**src/rtl/bram_fib_seq_if.sv**
```systemverilog
// Control and dual-port BRAM signal bundle for the Fibonacci fill/verify sequencer.
// The master side is the top-level control plus the RAM; the slave side is the sequencer.
interface bram_fib_seq_if #(
    parameter int unsigned DATA_W = 16,
    parameter int unsigned ADDR_W = 10,
    parameter int unsigned CNT_W  = 8
);
    logic              start;
    logic [1:0]        mode;
    logic [DATA_W-1:0] data_a;
    logic [ADDR_W-1:0] addr_a;
    logic              we_a;
    logic [ADDR_W-1:0] addr_b;
    logic              we_b;
    logic [DATA_W-1:0] q_b;
    logic              busy;
    logic              done;
    logic              pass;
    logic [CNT_W-1:0]  err_count;
    logic [ADDR_W-1:0] first_err_addr;

    modport master (
        output start, mode, q_b,
        input  data_a, addr_a, we_a, addr_b, we_b,
        input  busy, done, pass, err_count, first_err_addr
    );

    modport slave (
        input  start, mode, q_b,
        output data_a, addr_a, we_a, addr_b, we_b,
        output busy, done, pass, err_count, first_err_addr
    );
endinterface

```
**src/rtl/bram_fib_seq.sv**
```systemverilog
// Fills a BRAM region with the Fibonacci sequence through port A, then reads it
// back through port B and counts mismatches against a regenerated sequence.
module bram_fib_seq #(
    parameter int unsigned DATA_W    = 16,
    parameter int unsigned ADDR_W    = 10,
    parameter int unsigned N_WORDS   = 16,
    parameter int unsigned BASE_ADDR = 0,
    parameter int unsigned READ_LAT  = 1,
    parameter int unsigned CNT_W     = 8
) (
    input logic           clk,
    input logic           reset,
    bram_fib_seq_if.slave bus
);

    localparam int unsigned        IDX_W      = ADDR_W + 1;
    localparam logic [IDX_W-1:0]   LAST_IDX   = IDX_W'(N_WORDS - 1);
    localparam logic [IDX_W-1:0]   LAST_DRAIN = IDX_W'(READ_LAT - 1);
    localparam logic [ADDR_W-1:0]  BASE       = ADDR_W'(BASE_ADDR);
    localparam logic [CNT_W-1:0]   CNT_MAX    = '1;

    typedef enum logic [2:0] {S_IDLE, S_WRITE, S_READ, S_DRAIN, S_DONE} state_t;

    state_t                            state_q, state_d;
    logic [IDX_W-1:0]                  idx_q, idx_d;
    logic [DATA_W-1:0]                 fa_q, fa_d, fb_q, fb_d;
    logic [1:0]                        mode_q, mode_d;
    logic                              we_a_q, we_a_d;
    logic [ADDR_W-1:0]                 addr_a_q, addr_a_d, addr_b_q, addr_b_d;
    logic [DATA_W-1:0]                 data_a_q, data_a_d;
    logic                              busy_q, busy_d, done_q, done_d, pass_q, pass_d;
    logic                              seen_q, seen_d;
    logic [CNT_W-1:0]                  err_q, err_d;
    logic [ADDR_W-1:0]                 ferr_q, ferr_d;
    // Expected-value pipeline: stage 0 lines up with addr_b, stage READ_LAT with q_b.
    logic [READ_LAT:0]                 pv_q, pv_d;
    logic [READ_LAT:0][DATA_W-1:0]     pe_q, pe_d;
    logic [READ_LAT:0][ADDR_W-1:0]     pa_q, pa_d;
    logic                              push_v;
    logic [DATA_W-1:0]                 push_e;
    logic [ADDR_W-1:0]                 push_a;
    logic [ADDR_W-1:0]                 cur_addr;

    assign cur_addr = BASE + ADDR_W'(idx_q);

    always_ff @(posedge clk or negedge reset) begin
        if (!reset) begin
            state_q  <= S_IDLE;
            idx_q    <= '0;
            fa_q     <= '0;
            fb_q     <= '0;
            mode_q   <= '0;
            we_a_q   <= 1'b0;
            addr_a_q <= '0;
            addr_b_q <= '0;
            data_a_q <= '0;
            busy_q   <= 1'b0;
            done_q   <= 1'b0;
            pass_q   <= 1'b0;
            seen_q   <= 1'b0;
            err_q    <= '0;
            ferr_q   <= '0;
            pv_q     <= '0;
            pe_q     <= '0;
            pa_q     <= '0;
        end else begin
            state_q  <= state_d;
            idx_q    <= idx_d;
            fa_q     <= fa_d;
            fb_q     <= fb_d;
            mode_q   <= mode_d;
            we_a_q   <= we_a_d;
            addr_a_q <= addr_a_d;
            addr_b_q <= addr_b_d;
            data_a_q <= data_a_d;
            busy_q   <= busy_d;
            done_q   <= done_d;
            pass_q   <= pass_d;
            seen_q   <= seen_d;
            err_q    <= err_d;
            ferr_q   <= ferr_d;
            pv_q     <= pv_d;
            pe_q     <= pe_d;
            pa_q     <= pa_d;
        end
    end

    always_comb begin
        state_d  = state_q;
        idx_d    = idx_q;
        fa_d     = fa_q;
        fb_d     = fb_q;
        mode_d   = mode_q;
        we_a_d   = 1'b0;
        addr_a_d = addr_a_q;
        addr_b_d = addr_b_q;
        data_a_d = data_a_q;
        busy_d   = 1'b0;
        done_d   = 1'b0;
        pass_d   = pass_q;
        seen_d   = seen_q;
        err_d    = err_q;
        ferr_d   = ferr_q;
        push_v   = 1'b0;
        push_e   = fa_q;
        push_a   = cur_addr;

        // Readback compare at the tail of the pipeline.
        if (pv_q[READ_LAT] && (bus.q_b != pe_q[READ_LAT])) begin
            if (err_q != CNT_MAX) err_d = err_q + CNT_W'(1);
            if (!seen_q) begin
                seen_d = 1'b1;
                ferr_d = pa_q[READ_LAT];
            end
        end

        unique case (state_q)
            S_IDLE: begin
                if (bus.start) begin
                    busy_d = 1'b1;
                    err_d  = '0;
                    ferr_d = '0;
                    pass_d = 1'b0;
                    seen_d = 1'b0;
                    idx_d  = '0;
                    fa_d   = '0;
                    fb_d   = DATA_W'(1);
                    mode_d = bus.mode;
                    if (bus.mode[0])      state_d = S_WRITE;
                    else if (bus.mode[1]) state_d = S_READ;
                    else                  state_d = S_DONE;
                end
            end
            S_WRITE: begin
                busy_d   = 1'b1;
                we_a_d   = 1'b1;
                addr_a_d = cur_addr;
                data_a_d = fa_q;
                fa_d     = fb_q;
                fb_d     = fa_q + fb_q;
                idx_d    = idx_q + IDX_W'(1);
                if (idx_q == LAST_IDX) begin
                    idx_d   = '0;
                    fa_d    = '0;
                    fb_d    = DATA_W'(1);
                    state_d = mode_q[1] ? S_READ : S_DONE;
                end
            end
            S_READ: begin
                busy_d   = 1'b1;
                addr_b_d = cur_addr;
                push_v   = 1'b1;
                fa_d     = fb_q;
                fb_d     = fa_q + fb_q;
                idx_d    = idx_q + IDX_W'(1);
                if (idx_q == LAST_IDX) begin
                    idx_d   = '0;
                    state_d = S_DRAIN;
                end
            end
            S_DRAIN: begin
                busy_d = 1'b1;
                idx_d  = idx_q + IDX_W'(1);
                if (idx_q == LAST_DRAIN) begin
                    idx_d   = '0;
                    state_d = S_DONE;
                end
            end
            S_DONE: begin
                done_d  = 1'b1;
                pass_d  = ~seen_d;
                state_d = S_IDLE;
            end
            default: state_d = S_IDLE;
        endcase

        pv_d = {pv_q[READ_LAT-1:0], push_v};
        pe_d = {pe_q[READ_LAT-1:0], push_e};
        pa_d = {pa_q[READ_LAT-1:0], push_a};
    end

    assign bus.data_a         = data_a_q;
    assign bus.addr_a         = addr_a_q;
    assign bus.we_a           = we_a_q;
    assign bus.addr_b         = addr_b_q;
    assign bus.we_b           = 1'b0;
    assign bus.busy           = busy_q;
    assign bus.done           = done_q;
    assign bus.pass           = pass_q;
    assign bus.err_count      = err_q;
    assign bus.first_err_addr = ferr_q;

endmodule

```
**src/flat_wrapper.sv**
```systemverilog
// flat-port wrapper written by rule: the top's interface ports become plain ports
module bram_fib_seq_flat 
#(
    parameter int unsigned DATA_W    = 16,
    parameter int unsigned ADDR_W    = 10,
    parameter int unsigned N_WORDS   = 16,
    parameter int unsigned BASE_ADDR = 0,
    parameter int unsigned READ_LAT  = 1,
    parameter int unsigned CNT_W     = 8
)
  (clk, reset, bus_start, bus_mode, bus_q_b, bus_data_a, bus_addr_a, bus_we_a, bus_addr_b, bus_we_b, bus_busy, bus_done, bus_pass, bus_err_count, bus_first_err_addr);
  bram_fib_seq_if #(.DATA_W(DATA_W), .ADDR_W(ADDR_W), .CNT_W(CNT_W)) bus_i ();
  input logic clk;
  input logic reset;
  input wire logic [$bits(bus_i.start)-1:0] bus_start;
  input wire logic [$bits(bus_i.mode)-1:0] bus_mode;
  input wire logic [$bits(bus_i.q_b)-1:0] bus_q_b;
  output wire logic [$bits(bus_i.data_a)-1:0] bus_data_a;
  output wire logic [$bits(bus_i.addr_a)-1:0] bus_addr_a;
  output wire logic [$bits(bus_i.we_a)-1:0] bus_we_a;
  output wire logic [$bits(bus_i.addr_b)-1:0] bus_addr_b;
  output wire logic [$bits(bus_i.we_b)-1:0] bus_we_b;
  output wire logic [$bits(bus_i.busy)-1:0] bus_busy;
  output wire logic [$bits(bus_i.done)-1:0] bus_done;
  output wire logic [$bits(bus_i.pass)-1:0] bus_pass;
  output wire logic [$bits(bus_i.err_count)-1:0] bus_err_count;
  output wire logic [$bits(bus_i.first_err_addr)-1:0] bus_first_err_addr;
  assign bus_i.start = bus_start;
  assign bus_i.mode = bus_mode;
  assign bus_i.q_b = bus_q_b;
  assign bus_data_a = bus_i.data_a;
  assign bus_addr_a = bus_i.addr_a;
  assign bus_we_a = bus_i.we_a;
  assign bus_addr_b = bus_i.addr_b;
  assign bus_we_b = bus_i.we_b;
  assign bus_busy = bus_i.busy;
  assign bus_done = bus_i.done;
  assign bus_pass = bus_i.pass;
  assign bus_err_count = bus_i.err_count;
  assign bus_first_err_addr = bus_i.first_err_addr;
  bram_fib_seq #(.DATA_W(DATA_W), .ADDR_W(ADDR_W), .N_WORDS(N_WORDS), .BASE_ADDR(BASE_ADDR), .READ_LAT(READ_LAT), .CNT_W(CNT_W)) u_core (.clk(clk), .reset(reset), .bus(bus_i));
endmodule
```
**config.mk**
```make
export PLATFORM = sky130hd
export DESIGN_NAME = bram_fib_seq_flat
export DESIGN_NICKNAME = d
export VERILOG_FILES = /design/src/rtl/bram_fib_seq_if.sv /design/src/rtl/bram_fib_seq.sv /design/src/flat_wrapper.sv
export SDC_FILE = /design/constraint.sdc
export NUM_CORES = 1
export LEC_CHECK = 0
export CORE_ASPECT_RATIO = 0.5
export CORE_UTILIZATION = 30
export DETAILED_ROUTE_END_ITERATION = 7
export PLACE_DENSITY = 0.51
export SLEW_MARGIN = 10
export SYNTH_ARGS = -nofsm -noshare
export SYNTH_HDL_FRONTEND = slang
export SYNTH_SLANG_ARGS = --single-unit
export TNS_END_PERCENT = 50
```
**constraint.sdc**
```tcl
create_clock -name clk -period 2.95 [get_ports clk]
set_input_delay 0.4425 -clock clk [delete_from_list [all_inputs] [get_ports clk]]
set_output_delay 0.4425 -clock clk [all_outputs]
set_load 0.005 [all_outputs]
```
# Word level (Yosys, flattened, before mapping)
# Index checks and enable logic that the tools add are counted.
[totals]
reg_bits = 161
out_inout_bits = 59
[op_classes]
addsub = 3
eq_ne = 11
n_mux = 36
n_bitwise = 1
reduce_logical = 13
[ops]
columns = ["operator", "n"]
rows = [
  ["16-bit case mux with 3 select lines", 2],
  ["16-bit 2-to-1 mux", 4],
  ["10-bit 2-to-1 mux", 4],
  ["11-bit 2-to-1 mux", 3],
  ["11-bit case mux with 3 select lines", 1],
  ["8-bit 2-to-1 mux", 4],
  ["3-bit 2-to-1 mux", 7],
  ["16-bit adder", 1],
  ["16-bit inequality test", 1],
  ["3-bit case mux with 4 select lines", 1],
  ["11-bit by 1-bit adder with 11-bit output (second input constant)", 1],
  ["11-bit by 4-bit equality test with 1-bit output (second input constant)", 1],
  ["11-bit zero test", 1],
  ["8-bit by 1-bit adder with 8-bit output (second input constant)", 1],
  ["1-bit 2-to-1 mux", 8],
  ["8-bit inequality test (second input constant)", 1],
  ["2-bit AND reduction", 4],
  ["3-bit by 2-bit equality test with 1-bit output (second input constant)", 2],
  ["2-bit by 1-bit inequality test with 1-bit output (second input constant)", 3],
  ["3-bit nonzero test", 2],
  ["1-bit case mux with 2 select lines", 2],
  ["4-bit AND reduction", 1],
  ["3-bit by 1-bit equality test with 1-bit output (second input constant)", 1],
  ["3-bit equality test (second input constant)", 1],
  ["other kinds (7)", 7],
]

# Depth between registers and ports, before layout
# Gate-level depths: netlist (run 1).
[logic_depth]
ltp_word = 5
ltp_mapped = 9
depth_no_buf = 9

# Worst setup path after synthesis (run 1)
# No wires, ideal clock.
[synth_path]
kind = "reg2reg"
start = "reg u_core.fa_q[0]"
end = "reg u_core.fb_q[14]"
setup_time_ns = 0.153
arrival_time_ns = 1.952
required_time_ns = 2.797
setup_slack_ns = 0.845
path_stages_with_launch = 10
path_buffers = 0
synth_period_minus_slack_ns = 2.105
cell_sequence = "dfrtp_1 -> ha_1 -> inv_1 -> fa_1 -> nor2b_1 -> o21bai_1 -> a31o_2 -> a211oi_1 -> mux2i_1 -> o311ai_0"
[synth_between]
elab_chain_cells = 3
[synth_lines]
columns = ["element", "line_no", "text"]
rows = [
  ["start, declared", "bram_fib_seq.sv:26", "logic [DATA_W-1:0] fa_q, fa_d, fb_q, fb_d;"],
  ["start signal, assigned", "bram_fib_seq.sv:50", "fa_q <= '0;"],
  ["start signal, assigned", "bram_fib_seq.sv:69", "fa_q <= fa_d;"],
  ["16-bit adder (*)", "bram_fib_seq.sv:140, bram_fib_seq.sv:154", ""],
  ["16-bit 2-to-1 mux", "bram_fib_seq.sv:142", "if (idx_q == LAST_IDX) begin"],
  ["16-bit case mux with 3 select lines (*)", "bram_fib_seq.sv:117", "unique case (state_q)"],
  ["end signal, assigned", "bram_fib_seq.sv:51", "fb_q <= '0;"],
  ["end signal, assigned", "bram_fib_seq.sv:70", "fb_q <= fb_d;"],
  ["end, declared", "bram_fib_seq.sv:26", ""],
]
# Every way passes the cells marked *; elsewhere a longest branch is shown, timed or not.
# A chain may end at the register's enable or synchronous reset.

# Worst setup path in the final report (run 1)
# Same ends and word-level chain as after synthesis.

==> summary.txt, run 1 <==
Clock network
  – Clk sinks: 160
  – Reg clk slew, reported paths: roughly 70 ps
  – CTS buffer count: 17
  – Clock root buffer: clkbuf_16
  – Max clock buf depth: 2
  – CTS HTree Levels: 4
  – CTS Hold Buffers Added: 0
  – Worst-Skew Late Latency: 420 ps
  – Postcts setup bufs: 0
  – # resized after CTS: 0
  – CTS tree: done

STA
  – Least-Margin Pin Slew: around 700 ps
  – Max Clock Freq: about 0.4 GHz
  – Worst-case clock skew: about 11 ps
  – Fin crit share: 0.828
  – Clock period minus worst slack: around 2400 ps
  – RSZ-0062 raised after global routing: false
  – Final Setup Violations: 0
  – Pins Over Slew Limit: 0
  – Worst rel slew slack: 0.526
  – Setup TNS Final: 0 ps
  – Final count of hold timing violations: 0

Pwr
  – Pleak: around 0.0036 µW
  – Total power: roughly 7500 µW
  – Pwr per Cell Area: just under 900 nW/µm²
  – Worst VDD drop: ~0.0004 V

Worst setup path
  – Setup crit end: u_core.fb_q[14]$_DFFE_PN0P_
  – Worst Setup SP: u_core.fa_q[0]$_DFFE_PN0P_
  – Reg-to-Reg End: u_core.fb_q[14]$_DFFE_PN0P_
  – Slowest Stage Delay on Critical Path: around 400 ps
  – WP data required: 3210 ps
  – Reg2reg path depth: 9
  – Critical path's top delay family: compound AO/OA/AOI/OAI gates
  – Buffer and inverter count on the worst path: 1
  – Critical path depth in cells: 9
  – Critical path peak fanout: 4
  – Worst EP arrival: roughly 2700 ps
  – Critical Path Source Type: flop
  – Cell Chain, Critical Path: ha_1 > inv_1 > fa_1 > nor2b_1 > o21bai_1 > a31o_2 > a211oi_1 > mux2i_1 > o311ai_0
  – Setup slack, reg-to-reg: a little over 500 ps
  – Worst R2R Start: u_core.fa_q[0]$_DFFE_PN0P_
  – Type of the worst setup path: reg -> reg
  – Crit path max-delay cell type: fa_1
  – Critical Path End Type: flop

Global route
  – Initial antenna violation count: 0
  – GRT overflow: 0
  – All-Layer GR Usage: 0.136
  – First-pass GRT wire length: between 20 and 25 mm
  – Number of global-route vias before repair: 4426
  – Largest net degree at the start of global routing: 78

Die
  – Die X: about 210 µm
  – Die H: ~110 µm
  – Ports: 80
  – Row cnt: 38
  – CORE AREA: between 20000 and 25000 µm²
  – Die ar.: roughly 23000 µm²
  – Initial Utilization: 0.306

Routing
  – Final ANT Viol Nets: 0
  – Drt via density: between 4 and 5
  – Drt first pass iters: 4
  – DRC viols: 0
  – Avg WL per Cell: around 15 µm
  – Final wirelength: around 14 mm
  – DRT iter0 DRCs: roughly 160
  – Vias: 4257

Synth
  – Syn_nets: between 500 and 600
  – Post-Synthesis Cells: roughly 540
  – Synth top area share: 0.601
  – Area contributors post-synth: dfrtp_1 60%, mux2_2 6.6%, ha_1 3.4%, xnor2_1 3.3%, o21ai_0 2.9%
  – Area leader, netlist: dfrtp_1
  – Most frequent cells after synthesis: 160 x dfrtp_1, 46 x nand2_1, 39 x mux2_2
  – Asr flop ratio synth: 1.00
  – Synth Register Bits: 160
  – Syn avg cell area: roughly 12 µm²
  – Post-synth EDFFs: 0
  – Count leader, synth: dfrtp_1
  – Synth cell types: 61
  – Main synth FF type: dfrtp_1
  – Sequential-to-total area share from yosys stat: 0.601
  – Ys Warns: 0
  – Cell Area, Synth: roughly 6700 µm²

Final layout
  – Storage cell area: 4000 µm²
  – Antenna cells: 0
  – Final instance area: about 8400 µm²
  – Layout Nets: roughly 660
  – Area Overhead vs Synth: 26.9%
  – Core Util, Final: 0.389
  – Filler Cell Count: ~2100
  – Share of layout cells above drive strength 1: 0.149
  – Multi-input logic area: between 2000 and 2500 µm²

Placement
  – Placed cell areas: between 7000 and 8000 µm²
  – Final GP Congestion: about 0.74
  – DP HPWL: ~10 mm
  – I/O Buffers: 78

Outcome
  – Status: completed

Job
  – Max capacitance violation total: 0

Hold path
  – Hold/Removal Path Class: in -> async
## how the worst min path moves through the flow
stage                                         start                                      to  slack [ps]  depth (start not counted)
after floorplan                               reset        u_core.bus.addr_a[0]$_DFFE_PN0P_         150                          0
after global placement    u_core.pa_d[17]$_DFF_PN0_               u_core.pa_q[17]$_DFF_PN0_         330                          0
after detailed placement  u_core.pa_d[11]$_DFF_PN0_               u_core.pa_q[11]$_DFF_PN0_         330                          0
after CTS                                     reset  u_core.bus.first_err_addr[1]$_DFF_PN0_          60                          1
after global routing                          reset  u_core.bus.first_err_addr[1]$_DFF_PN0_          80                          1
final                                         reset  u_core.bus.first_err_addr[1]$_DFF_PN0_          40                          1
## per-stage QoR
step / setup WS, ps / hold slack [ps] / cells
after global routing: 341 / 76.3 / 937
after floorplan: 845 / 147 / 536
after detailed placement: 429 / 335 / 905
after global placement: 442 / 332 / 905
final: 507 / 36.7 / 937
after CTS: 493 / 64.0 / 937
## worst reg2reg max path, cell delays in order (launching register included)
cell	delay, ps
dfrtp_1	390
ha_1	210
inv_1	60
fa_1	400
nor2b_1	160
o21bai_1	110
a31o_2	280
a211oi_1	340
mux2i_1	210
o311ai_0	130
## cell usage in the layout, fill, tap and decap left out, types with 8 or more instances in the layout
| cell type | Yosys | routed |
|---|---|---|
| mux2i_1 | 14 | 14 |
| ha_1 | 18 | 18 |
| nand2_1 | 46 | 46 |
| nand4_1 | 10 | 10 |
| a22o_1 | 15 | 15 |
| clkdlybuf4s50_1 | 0 | 77 |
| nor3_1 | 10 | 9 |
| nor2_1 | 31 | 31 |
| buf_4 | 2 | 10 |
| dfrtp_1 | 160 | 160 |
| a21oi_1 | 17 | 17 |
| nand3_1 | 8 | 8 |
| mux2_2 | 39 | 39 |
| xnor2_1 | 25 | 25 |
| inv_1 | 17 | 17 |
| o21ai_0 | 38 | 38 |
| clkbuf_16 | 0 | 17 |
| and3_1 | 9 | 9 |
## cell families after synthesis
| logic type | after synthesis | synth area share |
|---|---|---|
| muxes | 55 | 0.0904 |
| xor gates and xnor gates | 29 | 0.0382 |
| AOI/OAI and AO/OA | 103 | 0.109 |
| adders and majority gates | 19 | 0.0368 |
| buffers and inverters | 37 | 0.0263 |
| and+or+nand+nor | 132 | 0.0975 |
| other | 1 | 0.000563 |
| DFF | 160 | 0.601 |
## metal layers
metal | track usage | wire, µm | up-vias
met5 | 0 | 0 | -
met2 | 0.225 | 6970 | 37
met1 | 0.176 | 6740 | 2142
met3 | 0.0303 | 356 | 12
li1 | - | - | 2066
met4 | 0.0462 | 178 | 0
## state kept, by name, summed over array words and instances (netlist names), 3 cells and up
name,flops
u_core.fb_q,16
u_core.pa_q,10
u_core.bus.addr_b,10
u_core.bus.data_a,16
u_core.bus.addr_a,10
u_core.pa_d,10
u_core.state_q,3
u_core.fa_q,16
u_core.pe_q,16
u_core.bus.err_count,8
u_core.bus.first_err_addr,10
u_core.idx_q,11
u_core.pe_d,16
## layout make-up
cell class,instances,share of cell area
clock buffers,17,0.0504
clock inverters,15,0.0246
inverters,17,0.00756
multi-input cells,339,0.295
flip-flops and latches,160,0.474
well taps,300,0.0444
repair buffers,89,0.104
## report_power, final
group | internal [µW] | switching (µW)
logic | 1000 | 1040
clock network | 1430 | 925
registers | 2680 | 378
Power figures use the tool's default switching activity.
==> run 2, diff against run 1 <==
==> constraint.sdc (replaced) <==
create_clock -name clk -period 2.3 [get_ports clk]
set_input_delay 0.345 -clock clk [delete_from_list [all_inputs] [get_ports clk]]
set_output_delay 0.345 -clock clk [all_outputs]
set_load 0.005 [all_outputs]
==> run 2 against run 1 <==
Net effect: critical path depth down 2; non-clock buffer count up 39; highest routed layer unchanged; routed wire length about the same; sequential cell count unchanged; clock power up 22%; via count up 3.3%.
==> summary.txt, run 2 (synthesis gave the netlist of run 1 again) <==
Worst setup path
  – Slowest Stage Delay on Critical Path: ~430 ps
  – Cell Chain, Critical Path: ha_4 > nand3_1 > a21o_1 > a2111oi_2 > o21ai_1 > a21o_1 > a32o_1
  – Critical Path Source Type: flop
  – Most frequent CP cell: a21o_1
  – Critical Path End Type: flop
  – Reg-to-Reg End: u_core.fb_q[13]$_DFFE_PN0P_
  – Worst R2R Start: u_core.fb_q[2]$_DFFE_PN0P_
  – Critical path peak fanout: 4
  – Worst EP arrival: between 2000 and 3000 ps
  – Crit path max-delay cell type: dfrtp_1
  – Setup slack, reg-to-reg: around 110 ps
  – Critical path's top delay family: compound AO/OA/AOI/OAI gates
  – Buffer and inverter count on the worst path: 0
  – WP data required: 2610 ps
  – Type of the worst setup path: reg -> reg
  – Reg2reg path depth: 7

Hold path
  – Hold Path Depth: 0
  – Hold/Removal Path Class: reg -> reg
  – Hold worst-path end: u_core.pe_q[28]$_DFF_PN0_
  – Hold Startpoint: u_core.pe_d[28]$_DFF_PN0_

STA
  – Final count of hold timing violations: 0
  – Worst-case clock skew: 14.3 ps
  – Least-Margin Pin Slew: approximately 550 ps
  – RSZ-0062 raised after global routing: true
  – Clock period minus worst slack: about 2200 ps
  – Final Setup Violations: 0
  – Max Clock Freq: about 0.46 GHz
  – Pins Over Slew Limit: 0
  – Fin crit share: 0.952
  – Worst rel slew slack: 0.634

Routing
  – Drt first pass iters: 4
  – Final wirelength: roughly 14 mm
  – Drt via density: 4.51
  – Vias: ~4400
  – Avg WL per Cell: approximately 15 µm
  – DRT iter0 DRCs: about 210
  – DRC viols: 0
  – Final ANT Viol Nets: 0

Placement
  – I/O Buffers: 78
  – Final GP Congestion: about 0.83
  – DP HPWL: between 10 and 15 mm

Die
  – CORE AREA: around 22000 µm²
  – Die ar.: between 20000 and 25000 µm²
  – Row cnt: 38
  – Initial Utilization: 0.306
  – Die X: about 210 µm
  – Die H: 107 µm
  – Ports: 80

Global route
  – Number of global-route vias before repair: approximately 4500
  – GRT overflow: 0
  – Initial antenna violation count: 0
  – First-pass GRT wire length: about 24 mm
  – Largest net degree at the start of global routing: between 60 and 70
  – All-Layer GR Usage: 0.134

Final layout
  – Share of layout cells above drive strength 1: 0.209
  – Area Overhead vs Synth: 31.5%
  – Core Util, Final: 0.403
  – Most common cell after layout, fill and taps aside: dfrtp_1
  – Most frequent cells in the layout: 160 x dfrtp_1, 77 x clkdlybuf4s50_1, 47 x buf_4
  – Antenna cells: 0
  – Layout Nets: 703

Pwr
  – Clock network fraction of total power: 0.289
  – Psw: 3190 µW
  – Reg power frac: 0.392
  – Total power: between 9000 and 10000 µW
  – Pleak: approximately 0.0038 µW
  – Sw Ratio: 0.322
  – Pint: ~6700 µW
  – Pwr per Cell Area: between 1000 and 1500 nW/µm²
  – Worst VDD drop: between 0.0004 and 0.0005 V
  – Power share of the combinational group: 0.318

Outcome
  – Status: completed

Clock network
  – Reg clk slew, reported paths: approximately 70 ps
  – CTS tree: done
  – CTS HTree Levels: 4
  – Clk sinks: between 150 and 200
  – Worst-Skew Late Latency: 420 ps
  – Clock root buffer: clkbuf_16
  – Max clock buf depth: 2
  – CTS buffer count: 17

Job
  – Max capacitance violation total: 0
==> run 2: how the worst max path moves through the flow <==
| stage | start | endpoint | slack, ps | depth (start not counted) |
|---|---|---|---|---|
| 2_1_floorplan | u_core.fa_q[0]$_DFFE_PN0P_ | u_core.fb_q[14]$_DFFE_PN0P_ | 200 | 9 |
| 3_3_place_gp | bus_q_b[10] | u_core.bus.err_count[4]$_DFF_PN0_ | -70 | 8 |
| 3_5_place_dp | bus_q_b[8] | u_core.bus.err_count[3]$_DFF_PN0_ | -100 | 8 |
| 4_1_cts | u_core.fa_q[0]$_DFFE_PN0P_ | u_core.fb_q[14]$_DFFE_PN0P_ | 1 | 9 |
| 5_1_grt | u_core.fa_q[0]$_DFFE_PN0P_ | u_core.fb_q[14]$_DFFE_PN0P_ | -60 | 9 |
| 6_report | u_core.fb_q[2]$_DFFE_PN0P_ | u_core.fb_q[13]$_DFFE_PN0P_ | 110 | 7 |
==> run 2: per-stage QoR <==
step           area, µm²  hold slack [ps]  cells  worst slack [ps]  TNS (ps)
5_1_grt             8760              355    976             -57.9     -64.9
6_report            8760              346    976               110         0
3_3_place_gp        8100              332    942             -74.6      -565
4_1_cts             8730              349    975              1.47         0
2_1_floorplan       6660             49.4    536               195         0
3_5_place_dp        8100              335    942             -97.5      -837
==> run 2: power by group through the flow <==
stage               Sequential, µW  Clock (µW)  Combinational [µW]
floorplan                     3820           0                2000
global placement              3920           0                2990
detailed placement            3930           0                3050
CTS                           3880        2930                3120
global route                  3970        3060                3550
finish                        3880        2860                3150
==> run 2: worst register-to-register path: stages, from the launching register on <==
cell and delay (ps):
dfrtp_1 430, ha_4 300, nand3_1 140, a21o_1 220, a2111oi_2 400, o21ai_1 150
a21o_1 200, a32o_1 240
==> run 2: area by class of cell <==
| type | instances | area [µm²] |
|---|---|---|
| Clock buffer | 17 | 425 |
| Clock inverter | 15 | 171 |
| Fill cell | 2061 | 13000 |
| Inverter | 17 | 63.8 |
| Multi-Input combinational cell | 339 | 2530 |
| Sequential cell | 160 | 4000 |
| Tap cell | 300 | 375 |
| Timing Repair Buffer | 128 | 1180 |
==> run 2: repair_timing <==
action / CTS / global route
pin swaps: 0 / 5
setup buffers: 0 / 1
hold buffers: 1 / 0
hold endpoints to repair: 55 / 0
endpoints found under the setup margin: 3 / 5
resized for setup: 4 / 7
==> run 2: routing by layer <==
metal / vias up / wire length (µm) / GRT usage
li1: 2157 / - / -
met1: 2183 / 6850 / 0.175
met2: 42 / 6930 / 0.223
met3: 16 / 307 / 0.0263
met4: 0 / 175 / 0.0437
met5: - / 0 / 0
==> run 3, diff against run 2 <==
==> constraint.sdc (replaced) <==
create_clock -name clk -period 2.85 [get_ports clk]
set_input_delay 0.4275 -clock clk [delete_from_list [all_inputs] [get_ports clk]]
set_output_delay 0.4275 -clock clk [all_outputs]
set_load 0.005 [all_outputs]
==> run 3 against run 2 <==
Net effect: combinational power decreased by 33%; die area unchanged; routed wire length decreased by 1.9%; register-to-register slack improved by 330 ps; core utilization decreased by 1.6 points; count of clock-buffer cells in the layout increased by 1; sequential power decreased by 18%; cell count decreased by 3.8%; sequential share of layout area increased by 1.9 points; critical path type unchanged; critical endpoint is now u_core.fb_q[14]$_DFFE_PN0P_.
==> summary.txt, run 3 (synthesis gave the netlist of run 1 again) <==
Worst setup path
  – Worst EP arrival: 2680 ps
  – Reg-to-Reg End: u_core.fb_q[14]$_DFFE_PN0P_
  – Reg2reg path depth: 9
  – Critical Path End Type: flop
  – Worst R2R Start: u_core.fa_q[0]$_DFFE_PN0P_
  – Setup slack, reg-to-reg: around 440 ps
  – Critical Path Source Type: flop
  – Type of the worst setup path: reg -> reg
  – WP data required: ~3100 ps
  – Setup crit end: u_core.fb_q[14]$_DFFE_PN0P_
  – Worst Setup SP: u_core.fa_q[0]$_DFFE_PN0P_
  – Critical path peak fanout: 4

Die
  – Row cnt: 38
  – Die ar.: 22800 µm²
  – Initial Utilization: 0.306
  – Die X: approximately 210 µm
  – Ports: 80
  – CORE AREA: 21700 µm²
  – Die H: around 110 µm

Clock network
  – CTS tree: done
  – Reg clk slew, reported paths: 70 ps
  – Max clock buf depth: 2
  – Clk sinks: 160
  – # resized after CTS: 0
  – CTS HTree Levels: 4
  – Postcts setup bufs: 0
  – CTS buffer count: 17
  – Worst-Skew Late Latency: around 420 ps
  – Clock root buffer: clkbuf_16

Global route
  – All-Layer GR Usage: 0.132
  – First-pass GRT wire length: around 23 mm
  – Initial antenna violation count: 0
  – Largest net degree at the start of global routing: 63
  – GRT overflow: 0
  – Number of global-route vias before repair: between 4000 and 5000

Pwr
  – Total power: between 7000 and 8000 µW
  – Pwr per Cell Area: a little under 900 nW/µm²
  – Sw Ratio: 0.326
  – Clock network fraction of total power: 0.300
  – Psw: ~2400 µW
  – Pleak: 0.00362 µW
  – Power share of the combinational group: 0.279
  – Pint: 5070 µW
  – Reg power frac: 0.421
  – Worst VDD drop: between 0.0003 and 0.0004 V

Placement
  – I/O Buffers: 78
  – DP HPWL: about 10 mm
  – Final GP Congestion: a little under 0.8

STA
  – RSZ-0062 raised after global routing: false
  – WHS: between 300 and 400 ps
  – Max Clock Freq: around 0.41 GHz
  – Clock period minus worst slack: 2410 ps
  – Pins Over Slew Limit: 0
  – Final count of hold timing violations: 0
  – Worst-case clock skew: 12.1 ps
  – Least-Margin Pin Slew: 693 ps
  – Setup TNS Final: 0 ps
  – Worst rel slew slack: 0.536
  – Fin crit share: 0.846
  – Final Setup Violations: 0

Final layout
  – Share of layout cells above drive strength 1: 0.150
  – Antenna cells: 0
  – Area Overhead vs Synth: 26.4%
  – Most common cell after layout, fill and taps aside: dfrtp_1
  – Layout Nets: 666
  – Most frequent cells in the layout: 160 x dfrtp_1, 77 x clkdlybuf4s50_1, 46 x nand2_1

Job
  – Max capacitance violation total: 0

Routing
  – DRT iter0 DRCs: 171
  – Avg WL per Cell: about 15 µm
  – DRC viols: 0
  – Final ANT Viol Nets: 0
  – Drt first pass iters: 4
  – Drt via density: between 4 and 5
  – Vias: between 4000 and 5000
  – Final wirelength: 14.0 mm

Hold path
  – Hold/Removal Path Class: reg -> reg
  – Hold Startpoint: u_core.pa_d[11]$_DFF_PN0_

Outcome
  – Status: completed
## run 3: critical path, cell delays in order (launching register included)
cell and delay, ps:
dfrtp_1 390, ha_1 190, inv_1 60, fa_1 400, nor2b_1 160, o21bai_1 110
a31o_2 280, a211oi_1 310, mux2i_1 210, o311ai_0 140
## run 3: power by group through the flow
stage / sequential, µW / combinational [µW] / clock, µW
after floorplan: 3080 / 1610 / 0
after global placement: 3210 / 2090 / 0
after detailed placement: 3220 / 2110 / 0
after CTS: 3180 / 2120 / 2320
after global routing: 3250 / 2380 / 2420
final: 3170 / 2100 / 2250
## run 3: repair_timing
action,in CTS,in global routing
endpoints found under the setup margin,0,0
endpoints found under the hold margin,40,0
hold buffers,1,0
## run 3: layout make-up
| class | count | area (µm²) |
|---|---|---|
| clock inverters | 14 | 144 |
| multi-input cells | 339 | 2490 |
| flip-flops and latches | 160 | 4000 |
| repair buffers | 91 | 895 |
| clock buffers | 18 | 439 |
| inverters | 17 | 63.8 |
| well taps | 300 | 375 |
| fillers | 2106 | 13300 |
## run 3: worst min-delay path by stage
stage | to | cells past startpoint
detailed placement | u_core.pa_q[13]$_DFF_PN0_ | 0
floorplan | u_core.bus.addr_a[0]$_DFFE_PN0P_ | 0
CTS | u_core.pa_q[11]$_DFF_PN0_ | 0
global placement | u_core.pa_q[11]$_DFF_PN0_ | 0
finish | u_core.pa_q[11]$_DFF_PN0_ | 0
global route | u_core.pa_q[11]$_DFF_PN0_ | 0
## run 3: per-layer routing
metal,vias to the layer above,wire [µm],global-route usage
li1,2083,-,-
met1,2111,6800,0.178
met2,36,6760,0.216
met3,11,288,0.0242
met4,0,134,0.0432
met5,-,0,0
## run 3: per-stage QoR
step	cells	area, µm²	setup slack (ps)	util
after floorplan	536	6660	745	-
after global placement	906	7820	356	0.360
after detailed placement	906	7820	331	0.360
after CTS	939	8410	398	0.387
after global routing	939	8410	210	0.387
final	939	8410	439	0.387
